File: src/rtl/pipe_pkg.sv
// Purpose: shared state encoding for the handshaked pipeline stage register.
// Latency: n/a (definitions only).
// Backpressure: n/a (definitions only).
// Contents: ST_* state constants; the state value doubles as the occupancy count.
package pipe_pkg;

    typedef logic [1:0] state_t;

    // The encoding equals the number of stored beats, so occupancy is the state register.
    localparam state_t ST_EMPTY = 2'd0;
    localparam state_t ST_ONE   = 2'd1;
    localparam state_t ST_TWO   = 2'd2;

endpackage

File: src/rtl/pipe_stage_hs.sv
// Purpose: valid/ready pipeline stage register with flush, optional two-entry skid buffer.
// Latency: 1 cycle; a beat accepted at edge N is presented on out_* after edge N.
// Backpressure: per beat; SKID=1 registers in_ready (skid entry absorbs the late beat), SKID=0 passes out_ready to in_ready combinationally.
//
// Ports:
//   clk, rst       - clock and synchronous active-low reset
//   flush          - discard every stored beat (a beat leaving the same cycle is still delivered)
//   in_valid/in_ready/in_data    - upstream handshake and payload
//   out_valid/out_ready/out_data - downstream handshake and payload of the oldest beat
//   occupancy      - number of stored beats (0..2, or 0..1 when SKID=0)
module pipe_stage_hs #(
    parameter int WIDTH = 32,
    parameter int SKID  = 1
) (
    input  logic             clk,
    input  logic             rst,
    input  logic             flush,
    input  logic             in_valid,
    output logic             in_ready,
    input  logic [WIDTH-1:0] in_data,
    output logic             out_valid,
    input  logic             out_ready,
    output logic [WIDTH-1:0] out_data,
    output logic [1:0]       occupancy
);
    import pipe_pkg::*;

    state_t           state;
    logic [WIDTH-1:0] m_q;
    logic             in_fire;
    logic             out_fire;

    assign in_fire   = in_valid & in_ready;
    assign out_fire  = out_valid & out_ready;

    // Both outputs come straight from registers in either mode.
    assign out_valid = (state != ST_EMPTY);
    assign out_data  = m_q;
    assign occupancy = state;

    generate
        if (SKID != 0) begin : g_skid
            logic [WIDTH-1:0] s_q;

            // Decoded from the state register alone, so no path from out_ready or flush.
            assign in_ready = (state != ST_TWO);

            always_ff @(posedge clk) begin
                if (!rst) begin
                    state <= ST_EMPTY;
                    m_q   <= '0;
                    s_q   <= '0;
                end else if (flush) begin
                    // Data registers keep their contents; they are don't-care once empty.
                    state <= ST_EMPTY;
                end else begin
                    case (state)
                        ST_EMPTY: begin
                            if (in_fire) begin
                                state <= ST_ONE;
                                m_q   <= in_data;
                            end
                        end
                        ST_ONE: begin
                            if (in_fire && out_fire) begin
                                m_q <= in_data;
                            end else if (in_fire) begin
                                // Downstream stalled after in_ready was already promised.
                                state <= ST_TWO;
                                s_q   <= in_data;
                            end else if (out_fire) begin
                                state <= ST_EMPTY;
                            end
                        end
                        ST_TWO: begin
                            // in_ready is low here, so only the drain can happen.
                            if (out_fire) begin
                                state <= ST_ONE;
                                m_q   <= s_q;
                            end
                        end
                        default: state <= ST_EMPTY;
                    endcase
                end
            end
        end else begin : g_single
            // Refill in the same cycle the held beat leaves.
            assign in_ready = ~out_valid | out_ready;

            always_ff @(posedge clk) begin
                if (!rst) begin
                    state <= ST_EMPTY;
                    m_q   <= '0;
                end else if (flush) begin
                    state <= ST_EMPTY;
                end else if (in_fire) begin
                    state <= ST_ONE;
                    m_q   <= in_data;
                end else if (out_fire) begin
                    state <= ST_EMPTY;
                end
            end
        end
    endgenerate

endmodule

File: config.mk
export PLATFORM = sky130hd
export DESIGN_NAME = pipe_stage_hs
export DESIGN_NICKNAME = d
export VERILOG_FILES = /design/src/rtl/pipe_pkg.sv /design/src/rtl/pipe_stage_hs.sv
export SDC_FILE = /design/constraint.sdc
export NUM_CORES = 1
export LEC_CHECK = 0
export BUFFER_PORTS_ARGS = -buffer_cell sky130_fd_sc_hd__buf_4
export CAP_MARGIN = 10
export CORE_MARGIN = 3
export CORE_UTILIZATION = 50
export DETAILED_ROUTE_END_ITERATION = 12
export GPL_ROUTABILITY_DRIVEN = 0
export PLACE_DENSITY_LB_ADDON = 0.08
export SYNTH_ARGS = -nofsm -noshare
export SYNTH_HDL_FRONTEND = slang
export SYNTH_SLANG_ARGS = --single-unit
export TNS_END_PERCENT = 100
File: constraint.sdc
create_clock -name clk -period 2.4 [get_ports clk]
set_input_delay 0.12 -clock clk [delete_from_list [all_inputs] [get_ports clk]]
set_output_delay 0.12 -clock clk [all_outputs]
set_load 0.03 [all_outputs]
==> impl_metrics.toml <==
[cts]
cts_hold_repair.buffers = 1
clock_tree.buffer_depth = 2
cts_tree = "yes"
numClockSinks = 66
cts_htree_levels = 3
clkTransAtPathRegs_ps = 70
cts_made_buffers = 9
cts.repair_timing.setup_buffer_count = 0
gates_resized_cts_repair = 0
clkLatencyLatePin_ps = 340
root_buffer = "clkbuf_8"

[synthesis]
postSynthAreaPerCell_um2 = 9.167
ys_warn_count = 0
netlist.area_leader.share_pct = 46.64
synth_compound_area_share_pct = 16.92
synth_largest_area_cell = "dfxtp_1"
synthesis.instances = 309
synthTopCellsByArea = "dfxtp_1 (47%), mux2i_1 (11%), a31o_1 (9.9%)"
synthDistinctLibCells = 24
synth_top_family_by_area = "simple AND/OR/NAND/NOR gates"
synth_mux_area_share_pct = 11.31
syn_area_um2 = 2833
synth_seq_cells = 66
ys_seq_area_share_pct = 46.64
synth_adder_area_share_pct = 0
synth_simple_gate_area_share_pct = 18.29
synthXorXnorAreaFrac_pct = 0
postSynthNetCount = 346

[floorplan]
die_h_um = 81.27
design.portCount = 73
design.die.area_um2 = 6605
die_outline_width_um = 81.27
floorplan.rows = 26
initial_core_util_pct = 53.42
core_ar_um2 = 5303

[hold_path]
hold_path_end = "g_skid.s_q[24]$_SDFFE_PN0P_"
holdCritStartpoint = "in_data[24]"
worstHoldPathCells = 3
min-delay-path-class = "in2reg"

[global_routing]
grt_max_degree = 38
grt_pass1_vias = 2351
grt_util_all_layers_pct = 22.27
grt_first_pass_wirelength_um = 11270
grt_overflow_total = 0
grt_antenna_before_repair = 0

[finish]
num-fill-cells = 448
multi_input_combinational_cell_area_um2 = 1334
mostFrequentLayoutCell = "buf_4"
post_route_cells_drive_above_1_share_pct = 27.35
regArea_um2 = 1321
insertedDiodeCount = 0
area_growth_syn_to_layout_pct = 27.39
mostFrequentLayoutCells = "buf_4 (80), nand2_1 (66), dfxtp_1 (66), a21oi_1 (33)"
num-nets-final = 405

[timing]
finalCritPeriodShare_pct = 88.67
worstMarginPinSlew_ps = 1180
postLayoutSetupSlackWorst_ps = 271.9
setup_violations = 0
finalSetupTns_ps = 0
timing.slew.headroom_pct = 21.34
clock-skew-final_ps = 9.539
grt_setup_unrepaired = "false"
maxClockFrequency_ghz = 0.4699
report.final.slew_viol_count = 0
finalCriticalPeriod_ps = 2128
hold_violations = 0

[placement]
dpl_worst_slack_ps = 360.5
detailedPlacementHpwl_um = 4451
placement.io_buffers = 72

[pwr]
pwr_density_cell_nw_per_um2 = 722.1
p_leak_nw = 1.610
max-vdd-ir-drop_uv = 613.1

[drt]
detail_route.wl_per_cell_um = 15.60
drtPass1Iterations = 4
drc = 0
route.detailed.vias_per_inst = 5.589
detail-route-antenna-nets = 0
drtIter0Drc = 140
routed-via-count = 2476
routed_wirelength_um = 6910

[flow_run]
timing.max_cap.violations = 0

[setup_path]
critical_path.max_fanout = 32
worst_setup_path_end_kind = "flip-flop"
crit_required_ps = 2670
timing.setup.critical_path_class = "in2reg"
setup.worst_path.start_class = "input pin"
ff2ff_setup_slack_ps = 390
critical_path_arrival_ps = 2400
regToRegStartpoint = "occupancy[0]$_SDFFE_PP0P_"
worstSetupStartpoint = "out_ready"
worstReg2RegEnd = "out_data[21]$_SDFFE_PN0P_"
reg2reg_depth = 4

[outcome]
outcome = "finished clean"
-- cell type report --
type                    instances  share of cell area (%)
clock buffers                  10                   3.814
clock inverters                 6                   3.155
repair buffers                 81                   16.92
flip-flops and latches         66                   36.62
inverters                       1                  0.1040
well taps                      70                   2.427
multi-input cells             209                   36.96
-- flip-flops by register name, indices dropped and copies added, names as in the netlist --
name,count
out_data,32
occupancy,2
g_skid.s_q,32
-- Yosys cell counts, drive strengths merged --
| cell type | count |
|---|---|
| nor3 | 2 |
| a31o | 32 |
| a2111oi | 1 |
| o21a | 1 |
| o22a | 1 |
| dfxtp | 66 |
| mux2i | 32 |
| clkbuf | 17 |
| buf | 16 |
| nand2 | 66 |
| a21oi | 34 |
| nor4 | 32 |
| or3 | 1 |
| nand2b | 3 |
| or2 | 2 |
| and3b | 1 |
| nor2b | 1 |
| inv | 1 |
-- power by group --
| part | internal, mW | switching, mW |
|---|---|---|
| Combinational | 0.125 | 0.181 |
| Sequential | 1.13 | 0.0197 |
| Clock | 0.720 | 0.432 |
-- routing by layer --
| metal | vias to the layer above | wire [um] | share of wire (%) | track usage, % |
|---|---|---|---|---|
| met4 | 0 | 88 | 1.3 | 7.601 |
| met5 | - | 0 | 0 | 0 |
| met1 | 1156 | 3065 | 44 | 29.82 |
| met2 | 82 | 3321 | 48 | 35.91 |
| met3 | 10 | 434 | 6.3 | 4.213 |
| li1 | 1228 | - | - | - |
-- worst max-delay path by stage --
stage,depth (start not counted),to
floorplan,6,out_data[10]$_SDFFE_PN0P_
global placement,4,out_data[7]$_SDFFE_PN0P_
detailed placement,4,out_data[24]$_SDFFE_PN0P_
CTS,6,out_data[24]$_SDFFE_PN0P_
global route,6,out_data[22]$_SDFFE_PN0P_
finish,6,out_data[21]$_SDFFE_PN0P_
-- kinds of logic after synthesis --
| logic type | Yosys count |
|---|---|
| AND/OR/NAND/NOR | 108 |
| AO/OA/AOI/OAI | 69 |
| buffers and inverters | 34 |
| multiplexers | 32 |
| flip-flops | 66 |
-- worst max-delay path, cell delays in order --
cell and delay [ps]:
dlygate4sd3_1 540, buf_4 150, nand2b_1 240, a21oi_4 170, or2_1 910, a31o_1 260
-- stage by stage --
stage / cell area, um^2 / total power, mW / hold WS [ps] / cells / utilization [%]
floorplan: 2833 / 1.355 / 211.5 / 309 / -
global placement: 3347 / 1.473 / 337.5 / 426 / 63.12
detailed placement: 3347 / 1.477 / 337.7 / 426 / 63.12
CTS: 3608 / 2.619 / 27.74 / 443 / 68.05
global route: 3608 / 2.699 / 26.68 / 443 / 68.05
finish: 3608 / 2.606 / 32.12 / 443 / 68.05
Note: power is estimated with default switching activity, not from simulation.
